[src/rtl/rv32_mmio_arbiter.sv]
// Two-requester round-robin arbiter onto a single MMIO target bus.
// Holds one request outstanding; completes on s_done or after TIMEOUT busy cycles.
module rv32_mmio_arbiter #(
  parameter int unsigned TIMEOUT = 16
) (
  input  logic             clk_i,
  input  logic             reset_i,
  input  logic [1:0]       m_valid_i,
  input  logic [1:0][31:0] m_addr_i,
  input  logic [1:0][31:0] m_wdata_i,
  input  logic [1:0]       m_we_i,
  output logic [1:0]       m_ready_o,
  output logic [1:0]       m_rvalid_o,
  output logic [1:0][31:0] m_rdata_o,
  output logic [1:0]       m_err_o,
  output logic             s_valid_o,
  output logic [31:0]      s_addr_o,
  output logic [31:0]      s_wdata_o,
  output logic             s_we_o,
  input  logic             s_done_i,
  input  logic [31:0]      s_rdata_i
);

  typedef enum logic [1:0] {
    S_IDLE,
    S_BUSY,
    S_RESP
  } state_e;

  localparam logic [7:0] TIMER_LAST = 8'(TIMEOUT - 1);

  state_e      state_q, state_d;
  logic        ptr_q, ptr_d;
  logic        grant_q, grant_d;
  logic [31:0] addr_q, addr_d;
  logic [31:0] wdata_q, wdata_d;
  logic        we_q, we_d;
  logic [7:0]  timer_q, timer_d;
  logic [31:0] rdata_q, rdata_d;
  logic        err_q, err_d;
  logic        grant;

  // Pointer only matters on contention; a lone requester always wins.
  always_comb begin
    if (&m_valid_i) grant = ptr_q;
    else            grant = m_valid_i[1];
  end

  // NOTE: every signal written here gets a default first so no latches are inferred.
  always_comb begin
    state_d    = state_q;
    ptr_d      = ptr_q;
    grant_d    = grant_q;
    addr_d     = addr_q;
    wdata_d    = wdata_q;
    we_d       = we_q;
    timer_d    = timer_q;
    rdata_d    = rdata_q;
    err_d      = err_q;
    m_ready_o  = '0;
    m_rvalid_o = '0;
    m_rdata_o  = '0;
    m_err_o    = '0;
    s_valid_o  = 1'b0;

    unique case (state_q)
      S_IDLE: begin
        if (|m_valid_i) begin
          m_ready_o[grant] = 1'b1;
          grant_d          = grant;
          addr_d           = m_addr_i[grant];
          wdata_d          = m_wdata_i[grant];
          we_d             = m_we_i[grant];
          timer_d          = '0;
          state_d          = S_BUSY;
        end
      end
      S_BUSY: begin
        s_valid_o = 1'b1;
        // A completion in the last allowed cycle beats the timeout.
        if (s_done_i) begin
          rdata_d = we_q ? 32'h0 : s_rdata_i;
          err_d   = 1'b0;
          state_d = S_RESP;
        end else if (timer_q == TIMER_LAST) begin
          rdata_d = 32'h0;
          err_d   = 1'b1;
          state_d = S_RESP;
        end else begin
          timer_d = timer_q + 8'd1;
        end
      end
      S_RESP: begin
        m_rvalid_o[grant_q] = 1'b1;
        m_rdata_o[grant_q]  = rdata_q;
        m_err_o[grant_q]    = err_q;
        ptr_d               = ~grant_q;
        state_d             = S_IDLE;
      end
      default: state_d = S_IDLE;
    endcase

    // Outputs are forced quiet for the whole time reset is held.
    if (reset_i) begin
      m_ready_o  = '0;
      m_rvalid_o = '0;
      m_rdata_o  = '0;
      m_err_o    = '0;
      s_valid_o  = 1'b0;
    end
  end

  assign s_addr_o  = reset_i ? 32'h0 : addr_q;
  assign s_wdata_o = reset_i ? 32'h0 : wdata_q;
  assign s_we_o    = reset_i ? 1'b0  : we_q;

  // NOTE: sequential state uses non-blocking assignments only.
  always_ff @(posedge clk_i) begin
    if (reset_i) begin
      state_q <= S_IDLE;
      ptr_q   <= 1'b0;
      grant_q <= 1'b0;
      addr_q  <= '0;
      wdata_q <= '0;
      we_q    <= 1'b0;
      timer_q <= '0;
      rdata_q <= '0;
      err_q   <= 1'b0;
    end else begin
      state_q <= state_d;
      ptr_q   <= ptr_d;
      grant_q <= grant_d;
      addr_q  <= addr_d;
      wdata_q <= wdata_d;
      we_q    <= we_d;
      timer_q <= timer_d;
      rdata_q <= rdata_d;
      err_q   <= err_d;
    end
  end

endmodule

[config.mk]
export PLATFORM = sky130hd
export DESIGN_NAME = rv32_mmio_arbiter
export DESIGN_NICKNAME = d
export VERILOG_FILES = /design/src/rtl/rv32_mmio_arbiter.sv
export SDC_FILE = /design/constraint.sdc
export NUM_CORES = 1
export LEC_CHECK = 0
export CAP_MARGIN = 0
export CORE_AREA = 2 2 129 106
export CTS_BUF_LIST = sky130_fd_sc_hd__clkbuf_4
export DETAILED_ROUTE_END_ITERATION = 6
export DIE_AREA = 0 0 131 108
export GPL_TIMING_DRIVEN = 0
export PLACE_DENSITY = 0.81
export SETUP_SLACK_MARGIN = 0.2
export SYNTH_ARGS = -nofsm -noshare
export SYNTH_HDL_FRONTEND = slang
export SYNTH_SLANG_ARGS = --single-unit
export TNS_END_PERCENT = 5
[constraint.sdc]
create_clock -name clk_i -period 3.95 [get_ports clk_i]
set_clock_uncertainty 0.05 [all_clocks]
set_input_delay 0.5925 -clock clk_i [delete_from_list [all_inputs] [get_ports clk_i]]
set_output_delay 0.5925 -clock clk_i [all_outputs]
set_load 0.02 [all_outputs]
Word-level counts from Yosys, hierarchy flattened --
Index checks and enable logic that the tools add are counted.
Word-level totals: logic and storage cells 75, register bits after elaboration 110, output and inout bits 136, bits of input ports 167
Operators by class: reductions and logical operators 11, magnitude comparators 4, add/sub/neg operators 1, equality and inequality tests 7, bitwise operators 3, multiplexer cells 40
Operator list (number):
- two-way mux 32 bit | 10
- two-way mux 64 bit | 2
- AND 64 bit | 1
- demux 32 bit (select 1 bit) | 1
- two-way mux 8 bit | 3
- two-way mux 2 bit | 10
- one-hot mux 8 bit (2 select lines) | 1
- two-way mux 1 bit | 10
- adder 8 x 1 -> 8 bit (second input constant) | 1
- equality test 8 x 4 -> 1 bit (second input constant) | 1
- AND reduction 2 bit | 4
- inequality test 2 bit (second input constant) | 3
- < comparator 1 x 2 -> 1 bit (second input constant) | 2
- one-hot mux 2 bit (2 select lines) | 1
- AND reduction 4 bit | 1
- nonzero test 2 bit | 2
- inequality test 3 bit (second input constant) | 1
- AND 2 bit | 1
- demux 1 bit (select 1 bit) | 2
- equality test 2 x 1 -> 1 bit (second input constant) | 1
- equality test 2 bit (second input constant) | 1
- >= comparator 1 bit (second input constant) | 2
- logical AND 1 bit | 2
- zero test 2 bit | 1
- 2 further kinds | 2

Longest topological paths before layout --
depth in word-level cells 9, depth in mapped cells 7, mapped depth without buffers 5

Worst setup path before layout --
Ideal clock, no wire load.
path kind input port to output port, start point in reset_i, end point out m_rdata_o[23] (netlist name), data arrival time 1954 ps, setup slack 1353 ps, path buffers 3, data required time 3307 ps, stages 5, path through buf_6 > clkbuf_1 > nor3_1 > clkbuf_1 > and2_1
RTL lines:
- from (decl) | line 7 | input logic reset_i,
- to (decl) | line 14 | output logic [1:0][31:0] m_rdata_o,

==> flow_metrics.env <==
export IMPL_status="complete, no violations"
export IMPL_synth_distinct_cells=37
export IMPL_hold_viol_final=0
export IMPL_ff2ff_path_depth=6
export IMPL_cts_buffers=9
export IMPL_postLayoutCellArea_um2=8410
export IMPL_cts_sinks=110
export IMPL_min_path_cells=1
export IMPL_maxSlewHeadroom_pct=52.3
export IMPL_cts_buffer_depth=2
export IMPL_nets=1000
export IMPL_p_per_area_nw_per_um2=294
export IMPL_slew_viol_final=0
export IMPL_r2r_end="addr_q[1]$_SDFFE_PP0P_"
export IMPL_met2WireLength_um=8700
export IMPL_timing_rr_start="state_q[1]$_SDFFE_PP0P_"
export IMPL_place_area_um2=8250
export IMPL_die_w_um=131
export IMPL_synth_edf_count=0
export IMPL_cts_root_buf="clkbuf_4"
export IMPL_crit_arrival_ns=2.96
export IMPL_route_detailed_drc=0
export IMPL_die_h_um=108
export IMPL_synthSimpleGateAreaFrac_pct=28.1
export IMPL_fmax_mhz=277
export IMPL_synth_xor_area_share_pct=0
export IMPL_min_path_type="reg -> reg"
export IMPL_period_needed_ns=3.61
export IMPL_n_antenna_cell=0
export IMPL_htreeDepth=3
export IMPL_p_sw_w=0.000666
export IMPL_wl_met3_um=1440
export IMPL_syn2layout_area_growth_pct=67.6
export IMPL_setup_violations=0
export IMPL_layout_common_cells="clkdlybuf4s50_1, and2_1, dfxtp_1, nor2b_1, a221o_1"
export IMPL_multi_input_area_um2=2540
export IMPL_cts_setup_buffers=0
export IMPL_synth_top_family_by_area="simple AND/OR/NAND/NOR gates"
export IMPL_ant_nets=0
export IMPL_ios=303
export IMPL_layout_area_seq_um2=2200
export IMPL_drive_gt1_share_pct=4.55
export IMPL_critPathMaxFanout=10
export IMPL_ys_async_sr_fraction_pct=0
export IMPL_rsz0062_at_grt="false"
export IMPL_synth_area_um2=5020
export IMPL_min_from="rdata_q[10]$_SDFFE_PP0P_"
export IMPL_startpoint_type="input port"
export IMPL_nFillCells=1025
export IMPL_synth_flop_cell="dfxtp_1"
export IMPL_die_area_um2=14100
export IMPL_gp_congestion=0.869
export IMPL_dp_hpwl_um=13900
export IMPL_yosysSeqAreaShare_pct=43.9
export IMPL_clkSlewWorstSetupHoldPaths_ns=0.16
export IMPL_yosysTopAreaCellShare_pct=43.9
export IMPL_crit_path_end_kind="output port"
export IMPL_synth_compound_area_share_pct=22.2
export IMPL_vias_per_cell=5.14
export IMPL_swShare_pct=26.9
export IMPL_fin_crit_sh_pct=91.3
export IMPL_combPwrFrac_pct=24.7
export IMPL_intPower_w=0.00181
export IMPL_yosys_area_top_type="dfxtp_1"
export IMPL_holdWs_ns=0.462
export IMPL_crit_start="reset_i"
export IMPL_syn_num_nets=688
export IMPL_grt_antenna_before_repair=0
export IMPL_ys_ff_latch=110
export IMPL_avgSynthCellArea_um2=9.65
export IMPL_synth_cells=520
export IMPL_clock_power_share_pct=25.5
export IMPL_wl_per_cell_um=17.2
export IMPL_met1Wirelength_um=6840
export IMPL_routed_wl_um=17400
export IMPL_grt_pass1_wl_um=26300
export IMPL_drt_iter0_drc=351
export IMPL_yosysWarnings=0
export IMPL_rrSetupSlack_ns=2.00
export IMPL_highest_layer="met4"
export IMPL_final_setup_tns_ns=0
export IMPL_ctsResizeCount=0
export IMPL_yosys_mux_area_fraction_pct=0
export IMPL_critical_path_required_ns=3.31
export IMPL_overflow=0
export IMPL_coreArea_um2=12700
export IMPL_track_usage_pct=24.0
export IMPL_whs_endpoint="rdata_q[10]$_SDFFE_PP0P_"
export IMPL_rows=37
export IMPL_clk_latency_ns=0.46
export IMPL_maxCapViolCount=0
export IMPL_power_frac_seq_pct=49.8
export IMPL_grt_pass1_vias=5117
export IMPL_start_util_pct=39.4
export IMPL_vdd_drop_max_mv=0.189
export IMPL_mostFrequentLayoutCell="clkdlybuf4s50_1"
export IMPL_cts_hold_fix_buffers=0
export IMPL_cts_tree="yes"
export IMPL_drt_first_pass_iters=5
export IMPL_worst_slew_pin_slew_ns=0.710
export IMPL_yosys_area_share_adder_pct=0.249
export IMPL_leakage_nw=3.21
export IMPL_vias=5194
export IMPL_portBuffers=301
export IMPL_crit_type="in -> out"
export IMPL_yosys_top_cells_area="dfxtp_1, and2_1, a221o_1"
export IMPL_grt_max_degree=19
==> synth_stat cells (8+ instances only) <==
library cell	instances
a222oi_1	14
buf_6	11
clkbuf_1	25
a221o_1	51
and2_1	118
a21oi_1	8
a22o_1	32
o21ai_0	8
nor2_1	22
dfxtp_1	110
nor2b_1	68
buf_2	10
==> critical path: stages <==
cell and delay, ns:
buf_6 0.12, clkbuf_1 0.29, nor3_1 0.68, clkbuf_1 0.45, and2_1 0.23, clkdlybuf4s50_1 0.61
==> stage by stage <==
| stage | instances | total power (W) | setup WS (ns) | utilization [%] |
|---|---|---|---|---|
| 5_1_grt | 1011 | 0.00259 | 0.203 | 66.1 |
| 2_1_floorplan | 520 | 0.00154 | 1.35 | - |
| 4_1_cts | 1011 | 0.00250 | 0.276 | 66.1 |
| 3_3_place_gp | 996 | 0.00185 | 0.426 | 64.8 |
| 6_report | 1011 | 0.00247 | 0.343 | 66.1 |
| 3_5_place_dp | 996 | 0.00187 | 0.277 | 64.8 |
==> power by group through the flow <==
stage	combinational [W]	clock [W]	sequential, W
after floorplan	0.000294	0	0.00124
after global placement	0.000599	0	0.00125
after detailed placement	0.000611	0	0.00126
after CTS	0.000614	0.000655	0.00123
after global routing	0.000654	0.000698	0.00124
final	0.000612	0.000630	0.00123
==> worst max path at each step <==
stage                         end  slack [ns]  depth (start not counted)
floorplan           m_rdata_o[23]        1.35                          5
global placement    m_rdata_o[31]        0.43                          6
detailed placement  m_rdata_o[31]        0.28                          6
CTS                 m_rdata_o[31]        0.28                          6
global route        m_rdata_o[31]        0.20                          6
finish              m_rdata_o[31]        0.34                          6
==> cells by family (layout without fill, tap and decap cells) <==
| group | after synthesis | count (layout) |
|---|---|---|
| buffers and inverters | 49 | 365 |
| adder cells (fa/ha/maj) | 1 | 1 |
| AO/OA/AOI/OAI | 126 | 126 |
| AND/OR/NAND/NOR | 234 | 234 |
| flip-flops | 110 | 110 |
==> layer usage <==
| layer | vias up | GRT usage, % |
|---|---|---|
| met3 | 37 | 6.78 |
| met2 | 242 | 42.8 |
| li1 | 2504 | - |
| met4 | 0 | 8.21 |
| met5 | - | 0 |
| met1 | 2411 | 27.4 |
==> state kept, by name (all words and copies together) (netlist names) <==
name	flops
addr_q	32
err_q	1
grant_q	1
ptr_q	1
rdata_q	32
state_q	2
timer_q	8
wdata_q	32
we_q	1
==> area by class of cell <==
cell class	instances	area share, %
tap	175	2.60
sequential	110	26.2
multi-input combinational	361	30.2
buffer	47	3.23
clock inverter	6	1.12
inverter	2	0.0892
clock buffer	9	0.803
timing repair buffer	301	35.8
(Power assumes the default switching activity.)
==> patch 1 (same settings) <==
The 3 states of `state_e` get a one-hot encoding in 3 bits.
--- a/src/rtl/rv32_mmio_arbiter.sv
+++ b/src/rtl/rv32_mmio_arbiter.sv
@@ -23,6 +23,6 @@
 
-  typedef enum logic [1:0] {
-    S_IDLE,
-    S_BUSY,
-    S_RESP
+  typedef enum logic [2:0] {
+    S_IDLE = 3'b001,
+    S_BUSY = 3'b010,
+    S_RESP = 3'b100
   } state_e;
Check against the original RTL: no difference found for any inputs over 4 cycles, from zero or initial values and one cycle with reset_i high; so few cycles prove little.
==> patch 1 against the unedited design <==
- setup slack improved by 17 ps
- total power rose by 4.4%
- synthesized cell count rose by 14%
- largest cell class unchanged
- design area rose by 3.5%
- area after synthesis rose by 6.3%
- first-iteration DRC count fell by 32%
- hold slack got worse by 51 ps
- sequential cell count rose by 1
- highest routed layer unchanged
- wire length rose by 8.7%
- clock power fell by 8.1%
- critical path depth fell by 1
- critical endpoint is now m_rdata_o[50]
- count of clock-buffer cells in the layout rose by 1
==> patch 1: results <==
metrics = {
    "logic_synthesis": {
        "synth-seq-area-share": 0.417,
        "synth-compound-area-share": 0.204,
        "ys_top_cells_by_area": "dfxtp_1 42%, mux2i_1 7.9%, and2_1 7.7%",
        "synth_mux_area_frac": 0.0809,
        "yosysUniqueCellTypes": 41,
        "synth.top_cells.by_count": "111 x dfxtp_1, 66 x and2_1, 65 x nor2b_1",
        "ys_warn_count": 0,
        "synth_nets": 760,
        "ys_async_sr_fraction": 0,
        "yosys.area_share.adder": 0.00235,
    },
    "cells_and_area": {
        "largestRegisters": "addr_q x32, rdata_q x32, wdata_q x32",
        "fill_cells": 1018,
        "finalNetCount": 1071,
        "syn2layout_area_growth_pct": 63.2,
        "drive_gt1_frac": 0.0540,
    },
    "global_route": {
        "grt_pass1_vias": 5692,
        "grtUsageTotal": 0.266,
        "antenna_found_initial": 1,
        "grt_pass1_wl_um": 29000,
    },
    "placement": {
        "hpwl_um": 15500,
        "dpl_cell_area_sq_um": 8570,
        "gp_congestion": 0.879,
    },
    "power_and_ir_drop": {
        "power.leakage_nw": 3.39,
        "ir_drop_mv": 0.155,
    },
    "critical_path": {
        "worstPathArrival_ps": 2950,
    },
    "run_status": {
        "status": "finished, final reports clean",
    },
    "route": {
        "drt_iter0_drc": 237,
        "via_count": 5599,
        "wl_per_cell_um": 17.5,
        "firstDrtPassIters": 4,
    },
    "clock_network": {
        "clk_pin_slew_ps": 180,
        "cts_setup_buffers": 0,
    },
    "timing": {
        "worst-slew-pin-transition_ps": 795,
    },
}
## patch 1: cell count changes after synthesis, sizes merged, moves of 4 or more
cell	delta
a211oi	+43
and2	-52
nand2	+20
nor3b	+4
a21oi	+25
a32oi	+23
a221o	-50
nor2	+31
mux2i	+42
a31oi	+4
a222oi	-14
buf	+4
## patch 1: through the flow
stage / cells / worst slack, ps
after floorplan: 592 / 1450
after global placement: 1068 / 235
after detailed placement: 1068 / 224
after CTS: 1084 / 213
after global routing: 1084 / 86.0
final: 1084 / 360
## patch 1: timing repair
| action | CTS | global route |
|---|---|---|
| resized for setup | 0 | 0 |
| setup endpoints to repair | 0 | 22 |
| hold buffers | 0 | 0 |
| hold endpoints to repair | 0 | 0 |
## patch 1: path summary, 6_finish.rpt
| path | cells after the start | slack (ps) | endpoint | from |
|---|---|---|---|---|
| setup reg to reg | 7 | 1810 | rdata_q[20]$_SDFFE_PP0P_ | timer_q[0]$_SDFFE_PP0P_ |
| hold / removal | 2 | 410 | addr_q[13]$_SDFFE_PP0P_ | addr_q[13]$_SDFFE_PP0P_ |
| setup / recovery | 5 | 360 | m_rdata_o[50] | state_q[2]$_SDFFE_PP0P_ |
| hold reg to reg | 2 | 410 | addr_q[13]$_SDFFE_PP0P_ | addr_q[13]$_SDFFE_PP0P_ |
## patch 1: kinds of logic after synthesis
logic type	after synthesis
AND/OR/NAND/NOR	235
AO/OA/AOI/OAI	148
flip-flops	111
buffers and inverters	54
multiplexers	43
adder cells (fa/ha/maj)	1
## patch 1: critical path, stage by stage (launching register included)
cell and delay, ps:
dfxtp_1 440, or3b_1 450, nor3b_2 440, clkbuf_1 330, and2_1 200, clkdlybuf4s50_1 630
## patch 1: per-layer routing
metal  track usage  vias to the layer above  routed length, um
li1              -                     2725                  -
met1         0.311                     2643               7800
met2         0.474                      200               9500
met3        0.0703                       31               1200
met4        0.0836                        0                448
met5             0                        -                  0
## patch 1: layout make-up
cell class                 instances  share of cell area
timing repair buffer             301               0.346
multi-input combinational        427               0.328
sequential                       111               0.255
buffer                            50              0.0282
tap                              175              0.0251
clock buffer                      10             0.00862
clock inverter                     6             0.00776
inverter                           3             0.00129
antenna                            1            0.000287
## patch 1: power breakdown
part | internal, mW | total (mW) | switching (mW)
Sequential | 1.21 | 1.26 | 0.0492
Combinational | 0.380 | 0.741 | 0.362
Clock | 0.204 | 0.579 | 0.375
Total | 1.80 | 2.58 | 0.786
==> patch 2 (same settings) <==
Made on the original files. `TIMEOUT`: 16 -> 15.
--- a/src/rtl/rv32_mmio_arbiter.sv
+++ b/src/rtl/rv32_mmio_arbiter.sv
@@ -3,3 +3,3 @@
 module rv32_mmio_arbiter #(
-  parameter int unsigned TIMEOUT = 16
+  parameter int unsigned TIMEOUT = 15
 ) (
Function: same outputs for any inputs over 4 cycles, from zero or initial values and one cycle with reset_i high; that may be too few to reach the edited logic, so the function may still have changed.
==> patch 2 against the unedited design <==
- the flow now finishes with violations (DRC)
- wire length up 7.1%
- die area unchanged
- total power decreased by 1.4%
- fmax is 3.6% higher
- design area barely moved
- setup slack improved by 130 ps
- area after synthesis is essentially flat
- sequential cell count stayed put
==> patch 2: results <==
metrics = {
    "global_route": {
        "antenna_found_initial": 1,
        "grtUsageTotal": 0.256,
        "grt_start_max_net_pins": 18,
        "grt_pass1_wl_um": 28200,
        "grt_pass1_vias": 5329,
    },
    "power_and_ir_drop": {
        "ir_drop_mv": 0.208,
        "power_clock_mw": 0.627,
        "power.leakage_nw": 3.15,
        "internal_power_mw": 1.78,
        "comb_cell_power_mw": 0.588,
    },
    "route": {
        "firstDrtPassIters": 7,
        "drt_iter0_drc": 368,
        "drc": 11,
        "vias_per_cell": 5.21,
        "wl_per_cell_um": 18.3,
    },
    "run_status": {
        "status": "finished, violations left",
        "violations": "DRC",
    },
    "cells_and_area": {
        "multi_input_cells": 364,
        "antenna_cells": 1,
        "sh_seq_area": 0.262,
        "clock_area_frac": 0.0186,
        "multi_input_area_share": 0.304,
        "finalNetCount": 1006,
        "fill_cells": 1026,
        "largestRegisters": "addr_q x32, rdata_q x32, wdata_q x32",
        "nonClkBufAreaFrac": 0.389,
        "n_all_buffers": 350,
        "drive_gt1_frac": 0.0487,
    },
    "critical_path": {
        "r2r_cells": 6,
        "worstReg2RegEnd": "timer_q[6]$_SDFFE_PP0P_",
        "rrSetupSlack_ps": 1900,
        "worstPathArrival_ps": 2840,
    },
    "logic_synthesis": {
        "synth-seq-area-share": 0.438,
        "ys_top_cells_by_area": "dfxtp_1 44%, and2_1 14%, nor2b_1 8.2%",
        "synth.top_cells.by_count": "110 x dfxtp_1, 109 x and2_1, 66 x nor2b_1",
        "synth-compound-area-share": 0.212,
        "synth-xor-area-share": 0,
        "ys_warn_count": 0,
        "yosysUniqueCellTypes": 44,
        "yosys.area_share.adder": 0.00498,
        "synth_nets": 694,
    },
    "clock_network": {
        "cts_root_buf": "clkbuf_4",
        "cts_setup_buffers": 0,
        "clk_pin_slew_ps": 160,
    },
    "placement": {
        "hpwl_um": 14500,
        "gp_congestion": 0.826,
    },
    "hold_path": {
        "min_to": "addr_q[7]$_SDFFE_PP0P_",
        "hp-start": "addr_q[7]$_SDFFE_PP0P_",
        "whs_path_depth": 2,
    },
    "timing": {
        "worst-slew-pin-transition_ps": 621,
    },
}
patch 2: cell types whose count changed after synthesis, moves of 5 or more:
cell	unedited run	this run
a221o_1	51	40
o21ai_0	8	1
nor2_1	22	28
nand3_1	4	15
a222oi_1	14	22
and2_1	118	109
clkbuf_1	25	30
patch 2: kinds of logic (layout without fill, tap and decap cells):
kind of cell	count (synthesis)	count (layout)
AO/OA/AOI/OAI	118	118
adder cells (fa/ha/maj)	2	2
buffers and inverters	51	368
flip-flops	110	110
other	0	1
AND/OR/NAND/NOR	244	244
patch 2: worst max path at each step:
stage	to	slack, ps	depth (start not counted)
floorplan	m_rdata_o[23]	1410	5
global route	m_rdata_o[23]	280	6
global placement	m_rdata_o[38]	440	5
finish	m_rdata_o[27]	470	6
detailed placement	m_rdata_o[6]	430	6
CTS	m_rdata_o[38]	330	5
patch 2: repair_timing:
action | CTS | global route
endpoints found under the setup margin | 0 | 29
gates resized for setup | 0 | 1
hold buffers | 0 | 0
patch 2: routing by layer:
layer / wire length, um / GRT usage / vias up
li1: - / - / 2521
met3: 1800 / 0.0905 / 32
met2: 9150 / 0.450 / 252
met4: 509 / 0.0897 / 0
met1: 7220 / 0.288 / 2502
met5: 0 / 0 / -
patch 2: critical path, stage by stage:
cell and delay [ps]:
clkbuf_1 250, clkbuf_1 340, nor3_2 450, clkbuf_1 370, and2_1 190, clkdlybuf4s50_1 630
patch 2: metrics by stage:
step | hold slack, ps | power [mW] | setup WS (ps) | cells | cell area, sq um
after CTS | 461 | 2.45 | 327 | 1017 | 8410
final | 458 | 2.44 | 470 | 1018 | 8420
after floorplan | 398 | 1.51 | 1410 | 525 | 5020
after global placement | 412 | 1.81 | 438 | 1001 | 8250
after detailed placement | 420 | 1.83 | 427 | 1001 | 8250
after global routing | 475 | 2.54 | 282 | 1018 | 8420
